==> config.mk <==
export PLATFORM = sky130hd
export DESIGN_NAME = id_stage_pipe
export DESIGN_NICKNAME = d
export VERILOG_FILES = /design/src/rtl/id_stage_pipe.sv
export SDC_FILE = /design/constraint.sdc
export NUM_CORES = 1
export LEC_CHECK = 0
export ABC_AREA = 1
export BUFFER_PORTS_ARGS = -buffer_cell sky130_fd_sc_hd__buf_4
export CORE_AREA = 2 2 403 405
export CTS_BUF_LIST = sky130_fd_sc_hd__clkbuf_4 sky130_fd_sc_hd__clkbuf_8
export CTS_CLUSTER_SIZE = 16
export DETAILED_ROUTE_END_ITERATION = 16
export DIE_AREA = 0 0 405 407
export SKIP_LAST_GASP = 1
export SYNTH_ARGS = -nofsm -noshare
export SYNTH_HDL_FRONTEND = slang
export SYNTH_SLANG_ARGS = --single-unit
==> constraint.sdc <==
create_clock -name clk -period 4.14 [get_ports clk]
set_clock_uncertainty 0.05 [all_clocks]
set_input_delay 0.414 -clock clk [delete_from_list [all_inputs] [get_ports clk]]
set_output_delay 0.414 -clock clk [all_outputs]
set_load 0.01 [all_outputs]
==> src/rtl/id_stage_pipe.sv <==
// Instruction-decode stage owning the ID/EX register: decodes one instruction per cycle,
// forwards operands, inserts load-use bubbles and records fetch/decode/alignment traps.
module id_stage_pipe #(
   parameter int XLEN    = 64,
   parameter int NUM_FWD = 3
) (
   input  logic                    clk,
   input  logic                    rst,
   input  logic                    flush_i,
   input  logic                    if_valid_i,
   output logic                    if_ready_o,
   input  logic [31:0]             inst_i,
   input  logic [XLEN-1:0]         pc_i,
   output logic [4:0]              rs1_addr_o,
   output logic [4:0]              rs2_addr_o,
   input  logic [XLEN-1:0]         rs1_data_i,
   input  logic [XLEN-1:0]         rs2_data_i,
   input  logic [NUM_FWD-1:0]      fwd_valid_i,
   input  logic [5*NUM_FWD-1:0]    fwd_rd_addr_i,
   input  logic [XLEN*NUM_FWD-1:0] fwd_wdata_i,
   output logic                    out_valid_o,
   input  logic                    out_ready_i,
   output logic [6:0]              opcode_o,
   output logic [2:0]              funct3_o,
   output logic [6:0]              funct7_o,
   output logic [4:0]              rd_addr_o,
   output logic                    wreg_o,
   output logic [XLEN-1:0]         rs1_data_o,
   output logic [XLEN-1:0]         rs2_data_o,
   output logic [XLEN-1:0]         imm_o,
   output logic [XLEN-1:0]         pc_o,
   output logic                    mem_req_o,
   output logic                    mem_wen_o,
   output logic [1:0]              mem_size_o,
   output logic [XLEN-1:0]         mem_addr_o,
   output logic [XLEN-1:0]         mem_wdata_o,
   output logic                    exc_valid_o,
   output logic [XLEN-1:0]         exc_cause_o,
   output logic [XLEN-1:0]         exc_tval_o,
   output logic [31:0]             stall_cnt_o
);

   localparam logic [6:0] OP_LOAD   = 7'b0000011;
   localparam logic [6:0] OP_STORE  = 7'b0100011;
   localparam logic [6:0] OP_BRANCH = 7'b1100011;
   localparam logic [6:0] OP_JALR   = 7'b1100111;
   localparam logic [6:0] OP_JAL    = 7'b1101111;
   localparam logic [6:0] OP_IMM    = 7'b0010011;
   localparam logic [6:0] OP_REG    = 7'b0110011;
   localparam logic [6:0] OP_LUI    = 7'b0110111;
   localparam logic [6:0] OP_AUIPC  = 7'b0010111;
   localparam logic [6:0] OP_IMM32  = 7'b0011011;
   localparam logic [6:0] OP_REG32  = 7'b0111011;
   localparam logic [6:0] OP_FENCE  = 7'b0001111;
   localparam logic [6:0] OP_SYSTEM = 7'b1110011;

   logic [6:0]      opcode;
   logic [2:0]      funct3;
   logic [4:0]      rdAddr;
   logic [4:0]      rs1Addr;
   logic [4:0]      rs2Addr;
   logic            isLoad;
   logic            isStore;
   logic            isBranch;
   logic            knownOp;
   logic            usesRs2;
   logic            rv64Only;
   logic [31:0]     immI32;
   logic [31:0]     immS32;
   logic [31:0]     immB32;
   logic [31:0]     immU32;
   logic [31:0]     immJ32;
   logic [31:0]     imm32;
   logic [XLEN-1:0] rs1Fwd;
   logic [XLEN-1:0] rs2Fwd;
   logic [XLEN-1:0] memAddr;
   logic [XLEN-1:0] memWdata;
   logic [1:0]      memSize;
   logic            misaligned;
   logic            excD;
   logic [XLEN-1:0] causeD;
   logic [XLEN-1:0] tvalD;
   logic            hazard;

   logic            out_valid_q;
   logic [6:0]      opcode_q;
   logic [2:0]      funct3_q;
   logic [6:0]      funct7_q;
   logic [4:0]      rd_q;
   logic            wreg_q;
   logic [XLEN-1:0] rs1_q;
   logic [XLEN-1:0] rs2_q;
   logic [XLEN-1:0] imm_q;
   logic [XLEN-1:0] pc_q;
   logic            mem_req_q;
   logic            mem_wen_q;
   logic [1:0]      mem_size_q;
   logic [XLEN-1:0] mem_addr_q;
   logic [XLEN-1:0] mem_wdata_q;
   logic            exc_valid_q;
   logic [XLEN-1:0] exc_cause_q;
   logic [XLEN-1:0] exc_tval_q;
   logic [31:0]     stall_cnt_q;
   logic [31:0]     stall_cnt_d;

   assign opcode   = inst_i[6:0];
   assign funct3   = inst_i[14:12];
   assign rdAddr   = inst_i[11:7];
   assign rs1Addr  = inst_i[19:15];
   assign rs2Addr  = inst_i[24:20];
   assign isLoad   = (opcode == OP_LOAD);
   assign isStore  = (opcode == OP_STORE);
   assign isBranch = (opcode == OP_BRANCH);

   assign immI32 = {{20{inst_i[31]}}, inst_i[31:20]};
   assign immS32 = {{20{inst_i[31]}}, inst_i[31:25], inst_i[11:7]};
   assign immB32 = {{19{inst_i[31]}}, inst_i[31], inst_i[7], inst_i[30:25], inst_i[11:8], 1'b0};
   assign immU32 = {inst_i[31:12], 12'b0};
   assign immJ32 = {{11{inst_i[31]}}, inst_i[31], inst_i[19:12], inst_i[20], inst_i[30:21], 1'b0};

   always_comb begin
      imm32   = '0;
      knownOp = 1'b1;
      usesRs2 = 1'b0;
      case (opcode)
         OP_LOAD, OP_IMM, OP_JALR, OP_IMM32, OP_FENCE, OP_SYSTEM: imm32 = immI32;
         OP_STORE: begin
            imm32   = immS32;
            usesRs2 = 1'b1;
         end
         OP_BRANCH: begin
            imm32   = immB32;
            usesRs2 = 1'b1;
         end
         OP_REG, OP_REG32: usesRs2 = 1'b1;
         OP_LUI, OP_AUIPC: imm32 = immU32;
         OP_JAL:           imm32 = immJ32;
         default:          knownOp = 1'b0;
      endcase
   end

   // Walk from the oldest source to the youngest so that the lowest matching index wins.
   always_comb begin
      rs1Fwd = rs1_data_i;
      rs2Fwd = rs2_data_i;
      for (int k = NUM_FWD - 1; k >= 0; k--) begin
         if (fwd_valid_i[k] && (fwd_rd_addr_i[5*k +: 5] == rs1Addr)) rs1Fwd = fwd_wdata_i[XLEN*k +: XLEN];
         if (fwd_valid_i[k] && (fwd_rd_addr_i[5*k +: 5] == rs2Addr)) rs2Fwd = fwd_wdata_i[XLEN*k +: XLEN];
      end
      if (rs1Addr == 5'd0) rs1Fwd = '0;
      if (rs2Addr == 5'd0) rs2Fwd = '0;
   end

   assign memSize = funct3[1:0];
   assign memAddr = rs1Fwd + XLEN'($signed(isStore ? immS32 : immI32));

   always_comb begin
      memWdata   = rs2Fwd;
      misaligned = 1'b0;
      case (memSize)
         2'd0: memWdata = XLEN'(rs2Fwd[7:0]);
         2'd1: begin
            memWdata   = XLEN'(rs2Fwd[15:0]);
            misaligned = memAddr[0];
         end
         2'd2: begin
            memWdata   = XLEN'(rs2Fwd[31:0]);
            misaligned = |memAddr[1:0];
         end
         default: misaligned = |memAddr[2:0];
      endcase
   end

   // ld, lwu and sd have no meaning on a 32-bit datapath and decode as illegal there.
   assign rv64Only = (XLEN == 32) &&
                     ((isLoad && ((funct3 == 3'd3) || (funct3 == 3'd6))) || (isStore && (funct3 == 3'd3)));

   always_comb begin
      excD   = 1'b0;
      causeD = '0;
      tvalD  = '0;
      if (pc_i[1:0] != 2'b00) begin
         excD   = 1'b1;
         causeD = XLEN'(0);
         tvalD  = pc_i;
      end else if (!knownOp || rv64Only) begin
         excD   = 1'b1;
         causeD = XLEN'(2);
         tvalD  = XLEN'(inst_i);
      end else if (isLoad && misaligned) begin
         excD   = 1'b1;
         causeD = XLEN'(4);
         tvalD  = memAddr;
      end else if (isStore && misaligned) begin
         excD   = 1'b1;
         causeD = XLEN'(6);
         tvalD  = memAddr;
      end
   end

   assign hazard = out_valid_q && (opcode_q == OP_LOAD) && (rd_q != 5'd0) && if_valid_i &&
                   ((rd_q == rs1Addr) || (usesRs2 && (rd_q == rs2Addr)));

   assign if_ready_o  = !hazard && (!out_valid_q || out_ready_i);
   assign stall_cnt_d = (stall_cnt_q == 32'hFFFF_FFFF) ? stall_cnt_q : stall_cnt_q + 32'd1;

   // Pipeline register; the exception flag always leaves together with out_valid.
   always_ff @(posedge clk or negedge rst) begin
      if (!rst) begin
         out_valid_q <= 1'b0;
         opcode_q    <= '0;
         funct3_q    <= '0;
         funct7_q    <= '0;
         rd_q        <= '0;
         wreg_q      <= 1'b0;
         rs1_q       <= '0;
         rs2_q       <= '0;
         imm_q       <= '0;
         pc_q        <= '0;
         mem_req_q   <= 1'b0;
         mem_wen_q   <= 1'b0;
         mem_size_q  <= '0;
         mem_addr_q  <= '0;
         mem_wdata_q <= '0;
         exc_valid_q <= 1'b0;
         exc_cause_q <= '0;
         exc_tval_q  <= '0;
         stall_cnt_q <= '0;
      end else if (flush_i) begin
         out_valid_q <= 1'b0;
         exc_valid_q <= 1'b0;
      end else if (hazard && out_ready_i) begin
         out_valid_q <= 1'b0;
         exc_valid_q <= 1'b0;
         stall_cnt_q <= stall_cnt_d;
      end else if (if_valid_i && if_ready_o) begin
         out_valid_q <= 1'b1;
         opcode_q    <= opcode;
         funct3_q    <= funct3;
         funct7_q    <= inst_i[31:25];
         rd_q        <= rdAddr;
         wreg_q      <= !excD && !isStore && !isBranch && (rdAddr != 5'd0);
         rs1_q       <= rs1Fwd;
         rs2_q       <= rs2Fwd;
         imm_q       <= XLEN'($signed(imm32));
         pc_q        <= pc_i;
         mem_req_q   <= (isLoad || isStore) && !excD;
         mem_wen_q   <= isStore && !excD;
         mem_size_q  <= memSize;
         mem_addr_q  <= memAddr;
         mem_wdata_q <= memWdata;
         exc_valid_q <= excD;
         exc_cause_q <= causeD;
         exc_tval_q  <= tvalD;
      end else if (out_ready_i) begin
         out_valid_q <= 1'b0;
         exc_valid_q <= 1'b0;
      end
   end

   assign rs1_addr_o  = rs1Addr;
   assign rs2_addr_o  = rs2Addr;
   assign out_valid_o = out_valid_q;
   assign opcode_o    = opcode_q;
   assign funct3_o    = funct3_q;
   assign funct7_o    = funct7_q;
   assign rd_addr_o   = rd_q;
   assign wreg_o      = wreg_q;
   assign rs1_data_o  = rs1_q;
   assign rs2_data_o  = rs2_q;
   assign imm_o       = imm_q;
   assign pc_o        = pc_q;
   assign mem_req_o   = mem_req_q;
   assign mem_wen_o   = mem_wen_q;
   assign mem_size_o  = mem_size_q;
   assign mem_addr_o  = mem_addr_q;
   assign mem_wdata_o = mem_wdata_q;
   assign exc_valid_o = exc_valid_q;
   assign exc_cause_o = exc_cause_q;
   assign exc_tval_o  = exc_tval_q;
   assign stall_cnt_o = stall_cnt_q;

endmodule

==> flow_summary.json <==
{
  "outcome": "complete, but fails checks",
  "violations": "negative setup slack",
  "setup_ws_ps": -13.5,
  "synth_compound_area_share_pct": 16.1,
  "ys.flop_type": "dfrtp_1",
  "crit_fanout": 12,
  "async_reset_ff_share_pct": 100,
  "nFillCells": 17663,
  "arrival_ps": 4850,
  "use_met3_pct": 5.75,
  "nNetsFinal": 6501,
  "synthDistinctLibCells": 46,
  "setup_tns_ps": -13.5,
  "hp-class": "input port to register",
  "use_met2_pct": 38.5,
  "vdd_drop_max_mv": 0.211,
  "cellLeakagePower_nw": 24.8,
  "synthXorXnorAreaFrac_pct": 1.99,
  "grt_pass1_vias": 36330,
  "grt_overflow_total": 0,
  "top_usage_layer": "met2",
  "maxCapViolCount": 0,
  "critPathKind": "input port to register",
  "fp.coreArea_mm2": 0.160,
  "final_area_mm2": 0.0475,
  "clk_latency_ps": 810,
  "synth.mux.area_fraction_pct": 0,
  "avgViaCountPerCell": 4.53,
  "ant_nets": 0,
  "path_clk_slew_ps": 60,
  "finalHoldViolCount": 0,
  "post-route-min-period_ps": 4150,
  "postLayoutCoreUtil_pct": 29.7,
  "synth-simple-area-share_pct": 28.2,
  "antenna_found_initial": 40,
  "routed_wl_um": 203000,
  "port_buffers": 960,
  "dp_hpwl_um": 169000,
  "grt_pass1_wl_um": 277000,
  "worst_setup_path_end_kind": "register",
  "syn_avg_cell_area_um2": 6.87,
  "drive_above_1_share_pct": 28.9,
  "wire_per_inst_um": 24.6,
  "slew_headroom_pct": 22.2,
  "dieWidth_um": 405,
  "syn_to_final_growth_pct": 54.2,
  "grt_max_degree": 170,
  "num_vias": 37409,
  "rsz0062_at_grt": "yes",
  "cts_buffers": 96,
  "place_ws_ps": -616,
  "ys_warn_count": 0,
  "slowest_delay_ps": 570,
  "powerDensity_mw_per_mm2": 380,
  "io_pins": 1023,
  "synth-edff-count": 0,
  "holdWs_ps": 84.3,
  "gr-usage-met1_pct": 30.1,
  "fmax_mhz": 241,
  "synth_top_family_by_area": "simple AND/OR/NAND/NOR gates",
  "cp_cell_sequence": "dlygate4sd3_1, buf_4, nand2_1, inv_2, nand3_4, inv_2, nand2_4, nor2_1, inv_1, nor2_1, o21bai_1, ha_1, fa_1, a22oi_1, o21ai_1, nand2_2, buf_6, nand3_1, inv_1, nand3_1, o21ai_1, dlygate4sd3_1",
  "drt_iter0_drc": 3697,
  "initial_core_util_pct": 19.2,
  "drv_slew": 0,
  "synthAdderAreaFrac_pct": 2.66,
  "seq_area_frac_synth_pct": 38.1,
  "drcViolationCount": 0,
  "die_area_mm2": 0.165,
  "cts.sinks": 469,
  "cp.required_ps": 4840,
  "cts_root_buffer": "clkbuf_8",
  "rows": 147,
  "synth_seq_cells": 469,
  "placed_cell_area_mm2": 0.0436,
  "syn_area_mm2": 0.0308,
  "htreeDepth": 3,
  "die_height_um": 407,
  "gp_congestion": 0.977,
  "syn-instance-count": 4489,
  "setup_viol": 1,
  "cts_buffer_depth": 3,
  "critPathLaunchType": "input port",
  "grt.total_usage_pct": 23.7,
  "drt_pass1_iterations": 6,
  "slowest_stage": "dlygate4sd3_1",
  "cts_tree": "built",
  "worst_slew_pin_slew_ps": 1170,
  "period_share_pct": 100
}
## flip-flops by register name (all words and copies together), names as in the netlist
name / count
wreg_o: 1
funct7_o: 7
rs1_data_o: 64
mem_addr_o: 64
opcode_o: 7
pc_o: 64
imm_o: 32
mem_wdata_o: 56
exc_cause_o: 2
rs2_data_o: 64
exc_tval_o: 64
rd_addr_o: 5
exc_valid_o: 1
funct3_o: 3
out_valid_o: 1
mem_req_o: 1
stall_cnt_o: 32
mem_wen_o: 1
## through the flow
stage          power (mW)  instances
6_report             18.1       8259
2_1_floorplan        8.15       4550
5_1_grt              19.0       8252
3_5_place_dp         12.3       7892
4_1_cts              18.3       8235
3_3_place_gp         12.3       7892
## routing by layer
layer,vias up,part of all wire [%]
li1,17460,-
met1,17943,42
met2,1662,46
met3,326,7.5
met4,18,4.4
met5,-,0.062
## placed cells by master (no fill, tap or decap), types with 5 or more instances in the layout
cell / netlist / routed
inv_2: 19 / 18
inv_1: 496 / 495
nor2_1: 309 / 306
nand3b_1: 9 / 9
nand2_1: 1418 / 1415
clkinvlp_4: 0 / 7
buf_4: 169 / 1503
a21oi_1: 217 / 215
diode_2: 0 / 24
nor4_1: 16 / 16
nor3_1: 38 / 38
a21o_1: 7 / 7
buf_12: 0 / 22
o21ai_0: 335 / 329
ha_1: 64 / 64
xnor2_1: 13 / 12
dlygate4sd3_1: 0 / 167
o211ai_1: 98 / 98
nand3_4: 1 / 5
xor2_1: 57 / 53
conb_1: 1 / 62
clkinv_2: 0 / 13
o21bai_1: 22 / 22
o21ai_1: 153 / 158
clkbuf_4: 0 / 23
nand4_1: 114 / 114
dfrtp_1: 469 / 469
a31oi_1: 41 / 41
o22ai_1: 23 / 23
nand3_1: 190 / 187
clkbuf_8: 0 / 121
bufinv_16: 0 / 5
## worst max-delay path, delay by kind of cell
family                   cells  cell delay (ps)
buffers and inverters        8             1980
adder cells (fa/ha/maj)      2              650
AO/OA/AOI/OAI                4              680
AND/OR/NAND/NOR              8             1140
## power breakdown
group | internal, mW | switching (mW) | total [mW]
Clock | 3.19 | 2.49 | 5.67
Sequential | 5.28 | 0.491 | 5.77
Combinational | 2.84 | 3.78 | 6.62
## area by class of cell
| cell class | count | area [um^2] | area share (%) |
|---|---|---|---|
| antenna | 24 | 60.1 | 0.126 |
| sequential | 469 | 11700 | 24.7 |
| clock inverter | 32 | 359 | 0.755 |
| tap | 2160 | 2700 | 5.68 |
| clock buffer | 144 | 1840 | 3.87 |
| timing repair buffer | 1694 | 13400 | 28.2 |
| multi-input combinational | 3219 | 15500 | 32.6 |
| inverter | 517 | 1950 | 4.09 |
## cell usage after synthesis, drive strengths merged, types with 2 or more instances
library cell	number	share of area (%)
o21ai	488	7.9
clkbuf	90	1.1
nand4	115	2.4
a31oi	41	0.83
xnor2	13	0.37
xor2	57	1.6
o21a	4	0.097
o211ai	98	2.4
a21boi	3	0.073
nand3	196	3.3
dfrtp	469	38
a21o	7	0.17
nand2	1419	17
a21oi	217	3.5
nor3	42	0.75
buf	255	5.6
o21bai	22	0.54
clkinv	2	0.024
ha	64	2.6
inv	515	6.3
nor2	314	3.9
nor4	16	0.32
o22ai	23	0.47
nand3b	9	0.22
## final timing paths
check | start | to | slack, ps | cells past startpoint
worst max register to register | rd_addr_o[1] | mem_wen_o | 870 | 11
worst min-delay path | fwd_wdata_i[117] | rs2_data_o[53] | 80 | 5
max in group asynchronous | rst | exc_tval_o[1] | 2540 | 3
worst max-delay path | inst_i[1] | mem_wen_o | -10 | 22
worst min register to register | mem_addr_o[3] | mem_addr_o[3] | 430 | 2
min in group asynchronous | rst | rs2_data_o[58] | 200 | 2
## timing repair
action / CTS / global route
hold buffers: 167 / 0
setup endpoints to repair: 0 / 23
resized for setup: 0 / 17
hold endpoints to repair: 307 / 0
setup buffers: 0 / 0
## logic make-up after synthesis
| group | count (synthesis) |
|---|---|
| compound gates | 908 |
| flops | 469 |
| xor+xnor | 70 |
| fa+ha+maj | 65 |
| other cells | 1 |
| simple gates | 2114 |
| buf+inv | 862 |
Note: power is estimated with default switching activity, not from simulation.
